### src/rtl/aes_round_tail_if.sv
// rtl/aes_round_tail_if.sv - accept/result handshake bundle for the AES round tail
interface aes_round_tail_if;
  logic         in_valid;
  logic         in_ready;
  logic [127:0] in_state;
  logic [127:0] in_round_key;
  logic         in_last_round;
  logic         out_valid;
  logic         out_ready;
  logic [127:0] out_state;
  logic         busy;

  modport master (
    output in_valid, in_state, in_round_key, in_last_round, out_ready,
    input  in_ready, out_valid, out_state, busy
  );

  modport slave (
    input  in_valid, in_state, in_round_key, in_last_round, out_ready,
    output in_ready, out_valid, out_state, busy
  );
endinterface

### src/rtl/aes_round_tail.sv
// rtl/aes_round_tail.sv - AES round tail: ShiftRows, column-serial MixColumns, AddRoundKey
module aes_round_tail #(
  parameter int COLS_PER_CYCLE = 1
) (
  input logic              clk,
  input logic              rst_n,
  aes_round_tail_if.slave  bus
);

  typedef enum logic [1:0] {IDLE, MIX, DONE} state_t;

  state_t       state, state_nx;
  logic [2:0]   col, col_nx, col_sum;
  logic [127:0] shifted, shifted_nx;
  logic [127:0] key, key_nx;
  logic [127:0] result, result_nx;
  logic [127:0] mixed;
  logic [127:0] in_shifted;

  function automatic logic [7:0] xtime(input logic [7:0] x);
    return {x[6:0], 1'b0} ^ (x[7] ? 8'h1b : 8'h00);
  endfunction

  // Column word holds bytes r0..r3 from MSB to LSB
  function automatic logic [31:0] mix_col(input logic [31:0] w);
    logic [7:0] a0, a1, a2, a3;
    {a0, a1, a2, a3} = w;
    return {xtime(a0) ^ xtime(a1) ^ a1 ^ a2 ^ a3,
            a0 ^ xtime(a1) ^ xtime(a2) ^ a2 ^ a3,
            a0 ^ a1 ^ xtime(a2) ^ xtime(a3) ^ a3,
            xtime(a0) ^ a0 ^ a1 ^ a2 ^ xtime(a3)};
  endfunction

  function automatic logic [127:0] shift_rows(input logic [127:0] s);
    logic [127:0] o;
    o = '0;
    for (int c = 0; c < 4; c++) begin
      for (int r = 0; r < 4; r++) begin
        o[127-8*(4*c+r) -: 8] = s[127-8*(4*((c+r)%4)+r) -: 8];
      end
    end
    return o;
  endfunction

  assign in_shifted = shift_rows(bus.in_state);
  assign col_sum    = col + 3'(COLS_PER_CYCLE);

  // Only COLS_PER_CYCLE mix units; the column slice is selected by the counter
  always_comb begin
    mixed = result;
    for (int j = 0; j < COLS_PER_CYCLE; j++) begin
      mixed[127-32*(int'(col)+j) -: 32] = mix_col(shifted[127-32*(int'(col)+j) -: 32])
                                          ^ key[127-32*(int'(col)+j) -: 32];
    end
  end

  always_comb begin
    state_nx   = state;
    col_nx     = col;
    shifted_nx = shifted;
    key_nx     = key;
    result_nx  = result;
    case (state)
      IDLE: begin
        if (bus.in_valid) begin
          shifted_nx = in_shifted;
          key_nx     = bus.in_round_key;
          col_nx     = 3'd0;
          if (bus.in_last_round) begin
            result_nx = in_shifted ^ bus.in_round_key;
            state_nx  = DONE;
          end else begin
            state_nx  = MIX;
          end
        end
      end
      MIX: begin
        result_nx = mixed;
        if (col_sum[2]) begin
          col_nx   = 3'd0;
          state_nx = DONE;
        end else begin
          col_nx   = col_sum;
        end
      end
      DONE: begin
        if (bus.out_ready) state_nx = IDLE;
      end
      default: state_nx = IDLE;
    endcase
  end

  always_ff @(posedge clk or negedge rst_n) begin
    if (!rst_n) begin
      state   <= IDLE;
      col     <= 3'd0;
      shifted <= '0;
      key     <= '0;
      result  <= '0;
    end else begin
      state   <= state_nx;
      col     <= col_nx;
      shifted <= shifted_nx;
      key     <= key_nx;
      result  <= result_nx;
    end
  end

  assign bus.in_ready  = (state == IDLE);
  assign bus.out_valid = (state == DONE);
  assign bus.busy      = (state != IDLE);
  assign bus.out_state = result;

endmodule
### src/flat_wrapper.sv
// flat-port wrapper written by rule: the top's interface ports become plain ports
module aes_round_tail_flat 
#(
  parameter int COLS_PER_CYCLE = 1
)
  (clk, rst_n, bus_in_valid, bus_in_state, bus_in_round_key, bus_in_last_round, bus_out_ready, bus_in_ready, bus_out_valid, bus_out_state, bus_busy);
  aes_round_tail_if bus_i ();
  input logic clk;
  input logic rst_n;
  input wire logic [$bits(bus_i.in_valid)-1:0] bus_in_valid;
  input wire logic [$bits(bus_i.in_state)-1:0] bus_in_state;
  input wire logic [$bits(bus_i.in_round_key)-1:0] bus_in_round_key;
  input wire logic [$bits(bus_i.in_last_round)-1:0] bus_in_last_round;
  input wire logic [$bits(bus_i.out_ready)-1:0] bus_out_ready;
  output wire logic [$bits(bus_i.in_ready)-1:0] bus_in_ready;
  output wire logic [$bits(bus_i.out_valid)-1:0] bus_out_valid;
  output wire logic [$bits(bus_i.out_state)-1:0] bus_out_state;
  output wire logic [$bits(bus_i.busy)-1:0] bus_busy;
  assign bus_i.in_valid = bus_in_valid;
  assign bus_i.in_state = bus_in_state;
  assign bus_i.in_round_key = bus_in_round_key;
  assign bus_i.in_last_round = bus_in_last_round;
  assign bus_i.out_ready = bus_out_ready;
  assign bus_in_ready = bus_i.in_ready;
  assign bus_out_valid = bus_i.out_valid;
  assign bus_out_state = bus_i.out_state;
  assign bus_busy = bus_i.busy;
  aes_round_tail #(.COLS_PER_CYCLE(COLS_PER_CYCLE)) u_core (.clk(clk), .rst_n(rst_n), .bus(bus_i));
endmodule
### config.mk
export PLATFORM = sky130hd
export DESIGN_NAME = aes_round_tail_flat
export DESIGN_NICKNAME = d
export VERILOG_FILES = /design/src/rtl/aes_round_tail_if.sv /design/src/rtl/aes_round_tail.sv /design/src/flat_wrapper.sv
export SDC_FILE = /design/constraint.sdc
export NUM_CORES = 1
export LEC_CHECK = 0
export CAP_MARGIN = 20
export CORE_MARGIN = 2
export CORE_UTILIZATION = 50
export DETAILED_ROUTE_END_ITERATION = 10
export PLACE_DENSITY = 0.78
export SYNTH_ARGS = -nofsm -noshare
export SYNTH_HDL_FRONTEND = slang
export SYNTH_SLANG_ARGS = --single-unit
### constraint.sdc
create_clock -name clk -period 6.1 [get_ports clk]
set_clock_uncertainty 0.2 [all_clocks]
set_input_delay 1.22 -clock clk [delete_from_list [all_inputs] [get_ports clk]]
set_output_delay 1.22 -clock clk [all_outputs]
set_load 0.01 [all_outputs]
== Yosys cells after proc, flatten, opt, wreduce, memory -nomap -nowiden ==
Cells that the tools add are included.

* Register bits after elaboration: 389
* Output and inout bits: 131
* Word-level logic and storage cells: 63

* Add/subtract/negate cells: 3
* Equality and inequality tests: 6
* Shifts and indexed selects: 4
* Multiplexer cells: 16
* Bitwise operators: 22
* Reductions and logical operators: 7

{| class="wikitable"
|+ Operator list
! operator !! count
|-
| 159-bit by 32-bit variable part select with 32-bit output || 2
|-
| 128-bit 2-to-1 mux || 2
|-
| 128-bit case mux with 2 select lines || 1
|-
| 8-bit bitwise XOR || 20
|-
| 32-bit by 33-bit variable shift with 159-bit output (first input constant) || 1
|-
| 32-bit by 33-bit variable part select with 159-bit output || 1
|-
| 128-bit bitwise mux || 1
|-
| 128-bit bitwise XOR || 1
|-
| 32-bit negation with 33-bit output || 1
|-
| 32-bit bitwise XOR || 1
|-
| 5-bit 2-to-1 mux || 4
|-
| 2-bit 2-to-1 mux || 5
|-
| 7-bit by 8-bit subtractor with 9-bit output (first input constant) || 1
|-
| 2-bit != test (second input constant) || 3
|-
| 2-bit case mux with 3 select lines || 1
|-
| 3-bit case mux with 2 select lines || 1
|-
| 3-bit AND reduction || 2
|-
| 2-bit AND reduction || 2
|-
| 2-bit nonzero test || 2
|-
| 3-bit by 1-bit adder with 3-bit output (second input constant) || 1
|-
| 3-bit 2-to-1 mux || 1
|-
| 2-bit by 1-bit == test with 1-bit output (second input constant) || 1
|-
| 2-bit == test (second input constant) || 1
|-
| 2-bit logical NOT || 1
|-
| 2-bit by 1-bit != test with 1-bit output (second input constant) || 1
|}

== Logic depth before layout (Yosys ltp) ==
* Depth in word-level cells: 12
* Depth in mapped cells: 10
* Gate-level depth less buffers: 6

== Worst setup path after synthesis ==
No wires, ideal clock.

* Path type: in2reg
* Start: in bus_in_last_round
* End: reg u_core.result[118], in the netlist u_core.bus.out_state[118]
* Arrival: 2.331 ns
* Path slack: 3.450 ns
* Stages: 5
* Path through: nand3b_1 -> a21oi_1 -> clkbuf_1 -> o221ai_1 -> o21a_1

* Longest elaborated chain between the ends: 2

{| class="wikitable"
|+ RTL lines
! item !! line !! source
|-
| start: declaration || flat_wrapper.sv:13 || <nowiki>input wire logic [$bits(bus_i.in_last_round)-1:0] bus_in_last_round;</nowiki>
|-
| 2-bit != test (no source line) || - ||
|-
| 3-bit AND reduction (no source line) || - ||
|-
| end signal: assignment || aes_round_tail.sv:105 || <nowiki>result <= result_nx;</nowiki>
|-
| end: declaration || aes_round_tail.sv:16 || <nowiki>logic [127:0] result, result_nx;</nowiki>
|}

No other way between the ends.
A chain may end at the register's enable or synchronous reset.

== Worst setup path in the final report ==
* Start: reg u_core.col[0]
* End: reg u_core.result[96], in the netlist u_core.bus.out_state[96]

* Longest elaborated chain between the ends: 12

{| class="wikitable"
|+ RTL lines
! item !! line !! source
|-
| start: declaration || aes_round_tail.sv:13 || <nowiki>logic [2:0] col, col_nx, col_sum;</nowiki>
|-
| start signal: assignment || aes_round_tail.sv:102 || <nowiki>col <= col_nx;</nowiki>
|-
| 7-bit by 8-bit subtractor with 9-bit output * || aes_round_tail.sv:52, aes_round_tail.sv:53 ||
|-
| 159-bit by 32-bit variable part select with 32-bit output || aes_round_tail.sv:52 || <nowiki>mixed[127-32*(int'(col)+j) -: 32] = mix_col(shifted[127-32*(int'(col)+j) -: 32])</nowiki>
|-
| 5-bit 2-to-1 mux || aes_round_tail.sv:21 || <nowiki>return {x[6:0], 1'b0} ^ (x[7] ? 8'h1b : 8'h00);</nowiki>
|-
| 8-bit bitwise XOR || aes_round_tail.sv:21 ||
|-
| 8-bit bitwise XOR, on equally long branches (4 in series) || aes_round_tail.sv:31, aes_round_tail.sv:28, aes_round_tail.sv:29 ||
|-
| 32-bit bitwise XOR || aes_round_tail.sv:53 || <nowiki>^ key[127-32*(int'(col)+j) -: 32];</nowiki>
|-
| 32-bit by 33-bit variable part select with 159-bit output || aes_round_tail.sv:52 ||
|-
| 128-bit bitwise mux * || aes_round_tail.sv:52 ||
|-
| 128-bit case mux with 2 select lines * || aes_round_tail.sv:63 || <nowiki>case (state)</nowiki>
|}

Mark *: on every way between the ends. The rest lies on a longest branch, timed or not.

==> out/results.tsv <==
metric	value	unit
critical_path_arrival	4.16	ns
boundaryPins	392	
ir_drop	489.9	uV
leakage	11.12	nW
clock_sinks	388	
synth_cell_types	34	
multi_input_comb_area	0.009215	sq mm
tmin_final	3.916	ns
tritoncts_clock_tree	done	
coreArea	0.03847	sq mm
cts-buffers-inserted	43	
synthesized_cell_area	0.01943	sq mm
hold_buffers	0	
clock_transition_at_path_regs	0.06	ns
drv_cap	0	
start_util	50.50	%
hold_path_startpoint	u_core.shifted[15]	
totalNegativeSetupSlack	0	ns
grt_usage	31.87	%
slew_violations	0	
max_freq	255.3	MHz
max_stage_delay	1.01	ns
groute.layer.met2.usage	51.05	%
timing_worst_setup_path_type	reg -> reg	
max_slew.worst_pin.slew	1.085	ns
fillerInstances	2976	
gr-total-overflow	0	
r2r_setup_slack	2.18	ns
grt_pass1_vias	16870	
worst_skew_pair_latency	0.55	ns
area_growth	29.67	%
hold_viol	0	
die_w	201.1	microns
rsz0062_at_grt	no	
timing.slew.headroom	27.70	%
crit_path_max_fanout	45	
placer_s_final_routability_congestion_estimate	0.8799	
ys_seq_elements	388	
grt_max_degree	154	
drt_drc_violations_left	0	
cts-root-to-sink-buffers	3	
ctsHtreeMaxLevel	2	
netlist_instances	1959	
route.detailed.wl_per_inst	22.71	microns
timing.reg2reg.worst_path_depth	7	
nets_finish	2557	
route.vias.total	16340	
power_per_cell_area	723.5	mW/mm^2
grt_pass1_wl	98790	microns
die_h	201.1	microns
core.rowCount	72	
floorplan.die_area	0.04045	sq mm
globalRouteMet1Util	41.52	%
syn_avg_cell_area	9.916	sq um
critical_path_required	6.34	ns
warnings_from_yosys	0	
total_power	18.23	mW
holdPathEnd	u_core.shifted[15]	
min_path_type	reg -> reg	
sequential_fraction_of_the_synthesis_area	49.98	%
detail_route.iter0.violations	1463	
grt_busiest_layer	met2	
antenna_left	0	
whs_path_depth	2	
slowest_stage	sky130_fd_sc_hd__dfrtp_4	
run_status	complete, no violations	
cts-resized-gates	0	
portion_of_the_clock_cycle_consumed_by_the_worst_path_in_the_final_layout	64.20	%
port_buffers	391	
setup_violations	0	
cp_cell_sequence	buf_4 > mux4_2 > xnor2_2 > xnor2_1 > xnor2_1 > o221ai_1 > o21a_1	
grt.met3_usage	6.641	%
grt_antenna_before_repair	11	
cts.root.buffer_cell	sky130_fd_sc_hd__clkbuf_16	
worst_path_most_repeated_cell	sky130_fd_sc_hd__xnor2_1	
seq_area	0.009717	sq mm
syn-num-nets	2224	
critPathLaunchType	flop	
hpwlAfterDp	45130	microns
drt-pass1-iter-count	6	
r2r-start	u_core.col[0]	
timing.rr.end	u_core.bus.out_state[96]	
drive_gt1_share	7.639	%
cts_setup_buffers	0	
critical_path.endpoint_type	flop	
wl	64600	microns
vias_per_cell	5.744	
==> metrics by stage <==
step,instances,util [%],hold slack [ns],setup slack [ns],area [sq um]
floorplan,1959,-,0.2403,3.450,19430
global placement,2765,61.76,0.2517,2.101,23760
detailed placement,2765,61.76,0.2575,2.055,23760
CTS,2835,65.42,0.2712,2.218,25170
global route,2844,65.48,0.2942,2.025,25190
finish,2844,65.48,0.2671,2.184,25190
==> logic make-up after synthesis <==
logic type	Yosys count	synth area share, %
AND/OR/NAND/NOR	839	16.39
flip-flops	388	49.98
XOR/XNOR	267	12.97
AO/OA/AOI/OAI	264	10.04
buffers and inverters	133	2.943
multiplexers	64	7.420
adder cells (fa/ha/maj)	4	0.2576
==> critical path: cells and delay by family (launching register included) <==
family                 cells  cell delay (ns)
AO/OA/AOI/OAI              2             0.41
XOR/XNOR                   3             0.99
buffers and inverters      1             0.42
flip-flops                 1             1.01
multiplexers               1             0.69
==> flip-flops by register name (all words and copies together), names as in the netlist <==
| name | cells |
|---|---|
| u_core.bus.out_state | 128 |
| u_core.col | 2 |
| u_core.key | 128 |
| u_core.shifted | 128 |
| u_core.state | 2 |
==> where the power goes <==
part	switching (mW)	total (mW)	internal (mW)
combinational	6.45	10.8	4.34
clock	1.05	2.65	1.60
sequential	0.939	4.79	3.85
total	8.43	18.2	9.79
==> layout make-up <==
class	count	share of cell area, %
clock buffers	64	5.072
clock inverters	6	0.5166
diodes	9	0.08941
repair buffers	417	16.53
well taps	518	2.573
inverters	4	0.05961
multi-input cells	1438	36.58
flip-flops and latches	388	38.58
==> layer usage <==
| layer | vias up | part of all wire (%) | wire length (microns) |
|---|---|---|---|
| met5 | - | 0.046 | 30 |
| met3 | 194 | 9.0 | 5816 |
| met2 | 933 | 47 | 30380 |
| met4 | 4 | 4.7 | 3066 |
| met1 | 8003 | 39 | 25310 |
| li1 | 7202 | - | - |
==> worst max path at each step <==
stage,start,end,slack [ns],depth (start not counted)
finish,u_core.col[0],u_core.bus.out_state[96],2.18,7
global route,u_core.col[0],u_core.bus.out_state[60],2.02,7
CTS,u_core.col[0],u_core.bus.out_state[66],2.22,7
detailed placement,bus_in_valid,u_core.bus.out_state[13],2.05,6
global placement,bus_in_valid,u_core.bus.out_state[14],2.10,6
floorplan,bus_in_last_round,u_core.bus.out_state[118],3.45,5
==> cells in the final DEF (no fill, tap or decap), types with 45 or more instances in the layout <==
cell                              instances
sky130_fd_sc_hd__clkdlybuf4s50_1        390
sky130_fd_sc_hd__dfrtp_1                386
sky130_fd_sc_hd__nor2_1                  50
sky130_fd_sc_hd__mux4_2                  64
sky130_fd_sc_hd__a22oi_1                 48
sky130_fd_sc_hd__nand2_1                774
sky130_fd_sc_hd__clkbuf_16               45
sky130_fd_sc_hd__xnor2_1                168
sky130_fd_sc_hd__o21a_1                  80
sky130_fd_sc_hd__o221ai_1                80
sky130_fd_sc_hd__a21oi_1                 48
sky130_fd_sc_hd__xor2_1                  81
==> synthesized netlist by cell type, drive strengths merged <==
library cell,instances,area share [%]
nand2,775,15
dfrtp,388,50
xnor2,184,9.1
clkbuf,94,1.8
xor2,81,3.7
o21a,80,3.1
o221ai,80,3.6
mux4,64,7.4
a21oi,52,1.3
nor2,50,0.97
a22oi,48,1.9
buf,35,1.0
ha,4,0.26
inv,4,0.077
nand3,3,0.077
and3,2,0.064
nor2b,2,0.064
o31ai,2,0.077
xnor3,2,0.23
a21o,1,0.039
and2,1,0.032
and4,1,0.045
nand2b,1,0.032
nand3b,1,0.039
nand4,1,0.032
nor3,1,0.026
o22ai,1,0.032
or3,1,0.032
(Power assumes the default switching activity.)
